[src/rtl/bus_xfer.sv]
// bus_xfer: burst transfer engine downstream of the bus grant FSM.
// Each grant moves one burst of cmd_len+1 beats from the source interface
// onto the shared bus, then reports completion (done) and an optional
// turnaround window (dly). Losing the grant mid-burst aborts with err.
//
// Ports:
//   clk, rst          clock (rising edge), synchronous active-high reset
//   gnt               bus grant from the grant FSM
//   cmd_len           burst length minus one, sampled when the burst starts
//   src_data/src_vld  source beat; src_rdy tells the source the beat was taken
//   tgt_rdy           bus target ready
//   bus_vld/bus_data  beat presented on the bus
//   bus_last          current beat is the final beat of the burst
//   beat_cnt          index of the current beat
//   done              one-cycle pulse, burst complete
//   dly               turnaround in progress
//   err               one-cycle pulse, grant lost mid-burst
//
// Handshake: a beat transfers on a cycle where src_vld and tgt_rdy are both
// high while the engine is in XFER holding the grant; bus_vld mirrors
// src_vld and src_rdy mirrors tgt_rdy, so neither side waits on the other
// through a register.
module bus_xfer #(
    parameter int DW   = 8,
    parameter int LENW = 4,
    parameter int TURN = 2
) (
    input  logic            clk,
    input  logic            rst,
    input  logic            gnt,
    input  logic [LENW-1:0] cmd_len,
    input  logic [DW-1:0]   src_data,
    input  logic            src_vld,
    output logic            src_rdy,
    input  logic            tgt_rdy,
    output logic            bus_vld,
    output logic [DW-1:0]   bus_data,
    output logic            bus_last,
    output logic [LENW-1:0] beat_cnt,
    output logic            done,
    output logic            dly,
    output logic            err
);

    // FSM state is kept in a named enum register so it can be observed
    // hierarchically (dut.state_q) by checkers and waveform viewers.
    typedef enum logic [2:0] {
        S_IDLE = 3'd0,
        S_XFER = 3'd1,
        S_FIN  = 3'd2,
        S_TURN = 3'd3,
        S_REL  = 3'd4
    } state_t;

    // FIN already covers one turnaround cycle, so the TURN state runs for
    // TURN-1 cycles: counter loads TURN-2 and exits at zero.
    localparam logic [3:0] TURN_LOAD = (TURN > 1) ? 4'(TURN - 2) : 4'd0;
    localparam logic       TURN_NZ   = (TURN > 0);
    localparam logic       TURN_GT1  = (TURN > 1);

    state_t          state_q;
    state_t          state_d;
    logic [LENW-1:0] len_q;
    logic [LENW-1:0] cnt_q;
    logic [3:0]      turn_q;
    logic            err_q;
    logic            in_xfer;
    logic            last;
    logic            beat;

    assign in_xfer = (state_q == S_XFER);
    assign last    = (cnt_q == len_q);
    // Without the grant no beat is accepted, even if both sides are ready.
    assign beat    = in_xfer & gnt & src_vld & tgt_rdy;

    // State register
    always_ff @(posedge clk) begin
        if (rst) begin
            state_q <= S_IDLE;
        end else begin
            state_q <= state_d;
        end
    end

    // Next-state logic
    always_comb begin
        state_d = state_q;
        case (state_q)
            S_IDLE: if (gnt) state_d = S_XFER;
            S_XFER: begin
                if (!gnt) begin
                    state_d = S_IDLE;
                end else if (beat && last) begin
                    state_d = S_FIN;
                end
            end
            S_FIN:  state_d = TURN_GT1 ? S_TURN : S_REL;
            S_TURN: if (turn_q == 4'd0) state_d = S_REL;
            // Hold here until the grant drops so one grant never yields
            // two bursts.
            S_REL:  if (!gnt) state_d = S_IDLE;
            default: state_d = S_IDLE;
        endcase
    end

    // Burst length, beat index, turnaround counter and abort flag
    always_ff @(posedge clk) begin
        if (rst) begin
            len_q  <= '0;
            cnt_q  <= '0;
            turn_q <= 4'd0;
            err_q  <= 1'b0;
        end else begin
            err_q <= in_xfer & ~gnt;
            case (state_q)
                S_IDLE: begin
                    if (gnt) begin
                        len_q <= cmd_len;
                        cnt_q <= '0;
                    end
                end
                S_XFER: begin
                    if (!gnt) begin
                        cnt_q <= '0;
                    end else if (beat && !last) begin
                        // Stops at len_q, so it never wraps within a burst.
                        cnt_q <= cnt_q + 1'b1;
                    end
                end
                S_FIN:  turn_q <= TURN_LOAD;
                S_TURN: if (turn_q != 4'd0) turn_q <= turn_q - 4'd1;
                default: ;
            endcase
        end
    end

    // Output decode: status from registered state, data path gated by XFER
    always_comb begin
        src_rdy  = 1'b0;
        bus_vld  = 1'b0;
        bus_data = '0;
        bus_last = 1'b0;
        beat_cnt = '0;
        done     = 1'b0;
        dly      = 1'b0;
        err      = err_q;
        case (state_q)
            S_XFER: begin
                src_rdy  = tgt_rdy & gnt;
                bus_vld  = src_vld;
                bus_data = src_data;
                bus_last = last;
                beat_cnt = cnt_q;
            end
            S_FIN: begin
                done = 1'b1;
                dly  = TURN_NZ;
            end
            S_TURN: dly = 1'b1;
            default: ;
        endcase
    end

endmodule

[config.mk]
export PLATFORM = sky130hd
export DESIGN_NAME = bus_xfer
export DESIGN_NICKNAME = d
export VERILOG_FILES = /design/src/rtl/bus_xfer.sv
export SDC_FILE = /design/constraint.sdc
export NUM_CORES = 1
export LEC_CHECK = 0
export CORE_ASPECT_RATIO = 1.75
export CORE_MARGIN = 5
export CORE_UTILIZATION = 30
export CTS_CLUSTER_DIAMETER = 80
export DETAILED_ROUTE_END_ITERATION = 10
export RECOVER_POWER = 100
export SETUP_SLACK_MARGIN = 0.02
export SYNTH_ARGS = -nofsm -noshare
export SYNTH_HDL_FRONTEND = slang
export SYNTH_SLANG_ARGS = --single-unit
[constraint.sdc]
create_clock -name clk -period 1.9 [get_ports clk]
set_input_delay 0.38 -clock clk [delete_from_list [all_inputs] [get_ports clk]]
set_output_delay 0.38 -clock clk [all_outputs]
set_load 0.02 [all_outputs]
Yosys cells after proc, flatten, opt, wreduce, memory -nomap -nowiden
Index checks and enable logic that the tools add are counted.
{"block": "word_totals", "reg_bits": 16, "input_bits": 17, "out_inout_bits": 18}
{"block": "op_classes", "n_addsub": 2, "n_eq_ne": 11, "n_mux": 19, "n_bitwise": 6, "n_reduce_logical": 13}
{"cell": "4-bit two-way mux", "count": 5}
{"cell": "4-bit one-hot mux with 2 select lines", "count": 2}
{"cell": "3-bit two-way mux", "count": 5}
{"cell": "3-bit one-hot mux with 5 select lines", "count": 1}
{"cell": "8-bit two-way mux", "count": 1}
{"cell": "2-bit inequality test (second input constant)", "count": 4}
{"cell": "3-bit by 2-bit equality test with 1-bit output (second input constant)", "count": 2}
{"cell": "3-bit by 2-bit inequality test with 1-bit output (second input constant)", "count": 2}
{"cell": "1-bit bitwise AND", "count": 5}
{"cell": "1-bit two-way mux", "count": 5}
{"cell": "4-bit by 1-bit adder with 4-bit output (second input constant)", "count": 1}
{"cell": "4-bit equality test", "count": 1}
{"cell": "4-bit zero test", "count": 1}
{"cell": "2-bit AND reduction", "count": 2}
{"cell": "4-bit AND reduction", "count": 1}
{"cell": "2-bit nonzero test", "count": 2}
{"cell": "4-bit nonzero test", "count": 1}
{"cell": "4-bit by 1-bit subtractor with 4-bit output (second input constant)", "count": 1}
{"cell": "3-bit by 1-bit equality test with 1-bit output (second input constant)", "count": 1}
{"cell": "3-bit equality test (second input constant)", "count": 1}
{"cell": "3-bit zero test", "count": 1}
{"cell": "3-bit AND reduction", "count": 1}
{"cell": "1-bit logical AND", "count": 2}
{"cell": "2-bit OR reduction", "count": 1}
{"cell": "other kinds (2)", "count": 2}

Longest topological paths before layout
Gate-level depths: netlist of run 1.
{"block": "depth", "word_depth": 8, "mapped_depth": 6}

Worst setup path after synthesis of run 1
OpenSTA, ideal clock, no wires.
{"block": "synth_path", "path_kind": "flip-flop to output port", "start": "register state_q[2]", "end": "output bus_last", "arrival_ns": 1.248, "setup_slack_ns": 0.272, "stages_incl_launch_ff": 4, "cell_sequence": "dfxtp_1 -> buf_2 -> or3b_2 -> nor2_1"}
{"block": "synth_between", "elab_chain_cells": 2}
{"item": "start: declaration", "line": "61", "rtl": "state_t state_q;"}
{"item": "start signal: assignment", "line": "81", "rtl": "state_q <= state_d;"}
{"item": "3-bit by 1-bit equality test with 1-bit output", "line": "147", "rtl": "case (state_q)"}
{"item": "1-bit two-way mux", "line": "147"}
{"item": "end: declaration", "line": "38", "rtl": "output logic bus_last,"}
Every way passes these cells.

Worst setup path in the final report of run 1
{"block": "layout_path", "start": "register state_q[1]", "end": "output done"}
{"block": "layout_between", "elab_chain_cells": 2}
{"item": "3-bit by 2-bit equality test with 1-bit output", "line": "147"}
{"item": "1-bit two-way mux", "line": "147"}
{"item": "end: declaration", "line": "40", "rtl": "output logic done,"}
Every way passes these cells.

==> results.md, run 1 <==
* Worst-Margin Slew at 0.346 ns
* Clock Pin Slew Worst Setup and Hold Paths at 0.06 ns
* DIE WIDTH at 54.3 um
* Setup Skew at 0.00207 ns
* VDD IR max at 0.000425 V
* Setup WS post-layout at 0.0877 ns
* Async SR Flop Fraction at 0%
* Final min period at 1.81 ns
* Yosys top cell area share at 31.0%
* Dominant cell type by area after synthesis: dfxtp_1
* Post-Syn Nets at 142
* Die area at 4760 um2
* Initial Util at 30.7%
* Top area cells in the synthesized netlist: dfxtp_1 (31%), and2_1 (8.5%), mux2i_1 (7.8%)
* Largest net degree at the start of global routing at 19
* Static leakage at 0.653 nW
* WL per Instance at 12.7 um
* Fmax at 552 MHz
* Antenna-violating nets left at 0
* Setup crit start kind: flop
* Cells after Synth at 123
* TritonCTS clock tree: done
* Num CTS Buffers at 3
* FF-to-FF Start: turn_q[0]$_SDFFE_PP0P_
* CP top delay family: buffers and inverters
* GP Congestion at 0.826
* Worst slew margin at 77.0%
* # IOs at 35
* CP max-delay cell: dlygate4sd2_1
* CP bufs+invs at 3
* Status: complete, no violations
* Hold/Removal Path Class: flop to flop
* RSZ-0062 raised after global routing: yes
* DP HPWL at 2.23 mm
* DRC at 0
* Cts-stage hold buffer count at 0
* Top cells by count, synth: dfxtp_1 (16), and2_1 (14), nor2_1 (12), mux2i_1 (8), nand2_1 (7)
* Vias per cell at 4.76
* Most frequent cell after synthesis: dfxtp_1
* Number of vias in the routed layout at 1,032
* Sink Count at 16
* Yosys warnings at 0
* Mapped Area at 1030 um2
* Row cnt at 28
* Hold_sp: cnt_q[3]$_SDFFE_PP0P_
* Detailed Route Iter0 Violations at 9
* CP startpoint: state_q[1]$_SDFFE_PP0P_
* Final setup vio count at 0
* Fill cells at 362
* Vias in the first global route at 1,069
* Fin crit share at 95.4%
* Grt ovf at 0
* Clock Tree Buf Depth at 2
* Final antenna diode count at 0
* Setup_tns at 0 ns
* Endpoints failing hold at 0
* Post-synth EDFFs at 0
* Max_cap viols at 0
* CP required at 1.52 ns
* Port buffer count at 34
* Synth cell types at 38
* P&R area growth vs syn at 45.1%
* Power Dens Cells at 742 nW/um2
* Worst-skew pair later-pin latency at 0.25 ns
* # nets final at 192
* Die H at 87.6 um
* Slowest Stage Delay on Critical Path at 0.34 ns
* Seq/Total Area, Yosys at 31.0%
* Crit path kind: flop to output pin
* GR Util All Layers at 12.2%
* Critical Path AT at 1.43 ns
* Post-place setup slack at -0.270 ns
* CTS root buffer: clkbuf_8
* Initial antenna violation count at 0
* Drt first pass iters at 4
* Htree depth at 1
* Avg Cell Area, Syn at 8.39 um2
* Max FO, Critical Path at 7
* Prevailing post-synth register cell: dfxtp_1
* Cell breakdown of the critical path: buf_4 -> buf_4 -> nand2b_1 -> nor2_1 -> dlygate4sd2_1
* Most used cell, CP: buf_4
* End-of-flow core utilization at 44.5%
* CORE AREA at 3360 um2
* CP endpoint kind: output pin
* Total wire length at 2.75 mm
* Pins Over Slew Limit at 0
* Yosys reg bits at 16
* Tot Pwr at 1.11 mW
* Share of cells above drive strength 1 at 22.1%
* First-pass GRT wire length at 4.37 mm
## placed cells by master, fill, tap and decap left out, types with 3 or more instances in the layout
master           instances
xnor2_1                  5
nor2_1                  12
or2_0                    3
clkbuf_2                13
clkbuf_8                 4
nand4_1                  6
o21ai_0                  3
nand2_1                  7
buf_4                   12
nand2b_1                 4
nor3_1                   3
clkdlybuf4s50_1         15
and2_1                  13
inv_1                    3
dfxtp_1                 16
mux2i_1                  8
a21oi_1                  5
## metal layers
| layer | part of all wire (%) | GRT usage [%] | vias up |
|---|---|---|---|
| met1 | 37 | 12.0 | 472 |
| met3 | 7.1 | 2.90 | 4 |
| met5 | 0 | 0 | - |
| li1 | - | - | 521 |
| met2 | 54 | 22.4 | 35 |
| met4 | 1.8 | 6.35 | 0 |
## sequential cells by signal, summed over array words and instances, names as in the netlist
signal,count
err,1
cnt_q,4
turn_q,4
len_q,4
state_q,3
## worst paths after layout
path / depth (start not counted) / slack, ns / end
worst min register to register: 2 / 0.51 / cnt_q[3]$_SDFFE_PP0P_
worst max-delay path: 5 / 0.09 / done
worst min-delay path: 2 / 0.51 / cnt_q[3]$_SDFFE_PP0P_
worst max register to register: 6 / 0.30 / turn_q[0]$_SDFFE_PP0P_
## what timing repair did
item / CTS / global route
buffers inserted: 0 / 3
hold endpoints to repair: 0 / 0
resized for setup: 32 / 17
endpoints found under the setup margin: 17 / 17
## cell families after synthesis
kind of cell	share of synthesized area (%)
and+or+nand+nor	37.0
AOI/OAI and AO/OA	11.4
DFF	31.0
buffers and inverters	5.33
muxes	7.76
xor gates and xnor gates	5.09
adders and majority gates	2.42
## cell type report
class / count / area (um2) / area share (%)
multi-input cells: 97 / 652 / 43.5
flip-flops and latches: 16 / 320 / 21.4
clock buffers: 4 / 55.1 / 3.68
repair buffers: 52 / 403 / 26.9
inverters: 3 / 11.3 / 0.752
well taps: 45 / 56.3 / 3.76
## tightest hold or removal path: cells and delay by family, from the launching register on
kind	cells	cell delay, ns
mux	1	0.06
flops	1	0.34
simple gates	1	0.06
## metrics by stage
| stage | cells | cell area [um2] | hold WS (ns) |
|---|---|---|---|
| 2_1_floorplan | 123 | 1030 | 0.445 |
| 3_3_place_gp | 210 | 1500 | 0.487 |
| 3_5_place_dp | 210 | 1500 | 0.503 |
| 4_1_cts | 214 | 1550 | 0.513 |
| 5_1_grt | 217 | 1500 | 0.543 |
| 6_report | 217 | 1500 | 0.508 |
## power breakdown
part / total, mW / internal (mW) / switching (mW)
clock network: 0.298 / 0.184 / 0.115
registers: 0.367 / 0.356 / 0.0106
logic: 0.447 / 0.216 / 0.231
No activity file was read; power rests on OpenSTA's default activity.
==> inputs of run 2 (changes only) <==
==> constraint.sdc (replaced) <==
create_clock -name clk -period 2.1 [get_ports clk]
set_input_delay 0.42 -clock clk [delete_from_list [all_inputs] [get_ports clk]]
set_output_delay 0.42 -clock clk [all_outputs]
set_load 0.02 [all_outputs]
==> run 2 against run 1 <==
- routed wire length fell by 0.55%
- core utilization rose by 0.41 points
- worst hold slack got worse by 0.0016 ns
- clock skew rose by 0.00056 ns
- combinational power fell by 12%
- critical path depth fell by 1
- critical path type is now input pin to output pin
- global-route usage rose by 0.19 points
==> results.md, run 2 (same netlist as run 1, synthesis figures left out) <==
* Most frequent cells in the layout: dfxtp_1 (16), clkdlybuf4s50_1 (15), and2_1 (13), nor2_1 (12), buf_4 (11)
* Final min period at 1.96 ns
* # IOs at 35
* FF-to-FF Start: turn_q[0]$_SDFFE_PP0P_
* Setup Skew at 0.00263 ns
* Pins Over Slew Limit at 0
* Worst reg2reg endpoint: turn_q[0]$_SDFFE_PP0P_
* CP endpoint kind: output pin
* Met1 WL at 930 um
* Crit path kind: input pin to output pin
* Hold/Removal Path Class: flop to flop
* Final antenna diode count at 0
* Max_cap viols at 0
* TritonCTS clock tree: done
* Most common cell after layout, fill and taps aside: dfxtp_1
* CP required at 1.68 ns
* Worst slew margin at 70.3%
* Initial Util at 30.7%
* Final setup vio count at 0
* Port buffer count at 34
* Setup WS post-layout at 0.136 ns
* Sink Count at 16
* Placed cell count at 210
* Clock Pin Slew Worst Setup and Hold Paths at 0.06 ns
* CORE AREA at 3360 um2
* Met2 wire length at 1.50 mm
* GR Util All Layers at 12.4%
* VDD IR max at 0.000390 V
* Top Metal Used: met4
* End-of-flow core utilization at 44.9%
* Row cnt at 28
* Largest net degree at the start of global routing at 15
* CP startpoint: gnt
* WL per Instance at 12.8 um
* Power Dens Cells at 658 nW/um2
* CTS root buffer: clkbuf_8
* Static leakage at 0.663 nW
* DIE WIDTH at 54.3 um
* Detail Route met3 WL at 276 um
* Number of vias in the routed layout at 1,023
* Initial antenna violation count at 0
* Endpoints failing hold at 0
* # nets final at 189
* Hold_sp: cnt_q[3]$_SDFFE_PP0P_
* Fmax at 509 MHz
* RSZ-0062 raised after global routing: yes
* P&R area growth vs syn at 46.4%
* Register-to-register setup slack at 0.54 ns
* Status: complete, no violations
* Setup crit start kind: input pin
* Antenna-violating nets left at 0
* Share of cells above drive strength 1 at 13.0%
* Critical Path AT at 1.54 ns
* First-pass GRT wire length at 4.40 mm
* R2r worst-path depth at 6
* Vias in the first global route at 1,032
* Max FO, Critical Path at 2
* Drt first pass iters at 4
* Final cell count without fillers at 214
* Worst-skew pair later-pin latency at 0.25 ns
* GP Congestion at 0.777
* Htree depth at 1
* Worst-Margin Slew at 0.443 ns
* Vias per cell at 4.78
* DRC at 0
* CP endpoint: src_rdy
* Clock Tree Buf Depth at 2
* DP HPWL at 2.30 mm
* Die area at 4760 um2
* Largest regs: cnt_q: 4 flops, len_q: 4 flops, turn_q: 4 flops
* Grt ovf at 0
* Post-place setup slack at -0.156 ns
* Die H at 87.6 um
* Total wire length at 2.73 mm
* Num CTS Buffers at 3
* Fin crit share at 93.5%
* Detailed Route Iter0 Violations at 8
run 2: cell types whose count changed in the layout (fill, tap and decap cells not counted), moves of 2 or more:
cell,change
clkbuf_2,-10
dlygate4sd2_1,+8
clkdlybuf4s15_1,+5
clkbuf_4,-2
run 2: per-layer routing:
metal  vias up  global-route usage, %
li1        515                      -
met1       471                   11.2
met2        35                   23.2
met3         2                   3.75
met4         0                   6.35
met5         -                      0
run 2: cell type report:
| cell class | count | area, um2 |
|---|---|---|
| Fill cell | 361 | 1850 |
| Sequential cell | 16 | 320 |
| Multi-Input combinational cell | 97 | 646 |
| Inverter | 3 | 11.3 |
| Timing Repair Buffer | 49 | 423 |
| Tap cell | 45 | 56.3 |
| Clock buffer | 4 | 55.1 |
run 2: metrics by stage:
step / hold WS (ns) / TNS [ns] / power, mW / cell area (um2)
floorplan: 0.467 / 0 / 0.588 / 1030
global placement: 0.490 / -0.150 / 0.766 / 1500
detailed placement: 0.506 / -0.156 / 0.772 / 1500
CTS: 0.515 / 0 / 1.02 / 1530
global route: 0.549 / 0 / 1.06 / 1510
finish: 0.506 / 0 / 0.994 / 1510
run 2: worst min path at each step:
stage,slack (ns),depth (start not counted),endpoint
CTS,0.51,2,cnt_q[3]$_SDFFE_PP0P_
global placement,0.49,2,cnt_q[3]$_SDFFE_PP0P_
floorplan,0.47,2,cnt_q[3]$_SDFFE_PP0P_
finish,0.51,2,cnt_q[3]$_SDFFE_PP0P_
global route,0.55,2,len_q[2]$_SDFFE_PP0P_
detailed placement,0.51,2,cnt_q[3]$_SDFFE_PP0P_
run 2: power by group:
part           leakage, nW  internal (mW)  total [mW]  switching, mW
Clock               0.0288          0.166       0.269          0.103
Sequential           0.130          0.322       0.334         0.0112
Combinational        0.505          0.188       0.392          0.204
Total                0.663          0.677       0.994          0.317
run 2: repair_timing:
item / 4_1_cts / 5_1_grt
setup buffers: 0 / 0
pin swaps: 0 / 0
setup endpoints to repair: 17 / 8
hold buffers: 0 / 0
gates resized for setup: 17 / 9
run 2: worst max-delay path, stage by stage:
cell             delay (ns)
clkdlybuf4s50_1        0.47
and4bb_1               0.21
and2_1                 0.12
dlygate4sd2_1          0.33
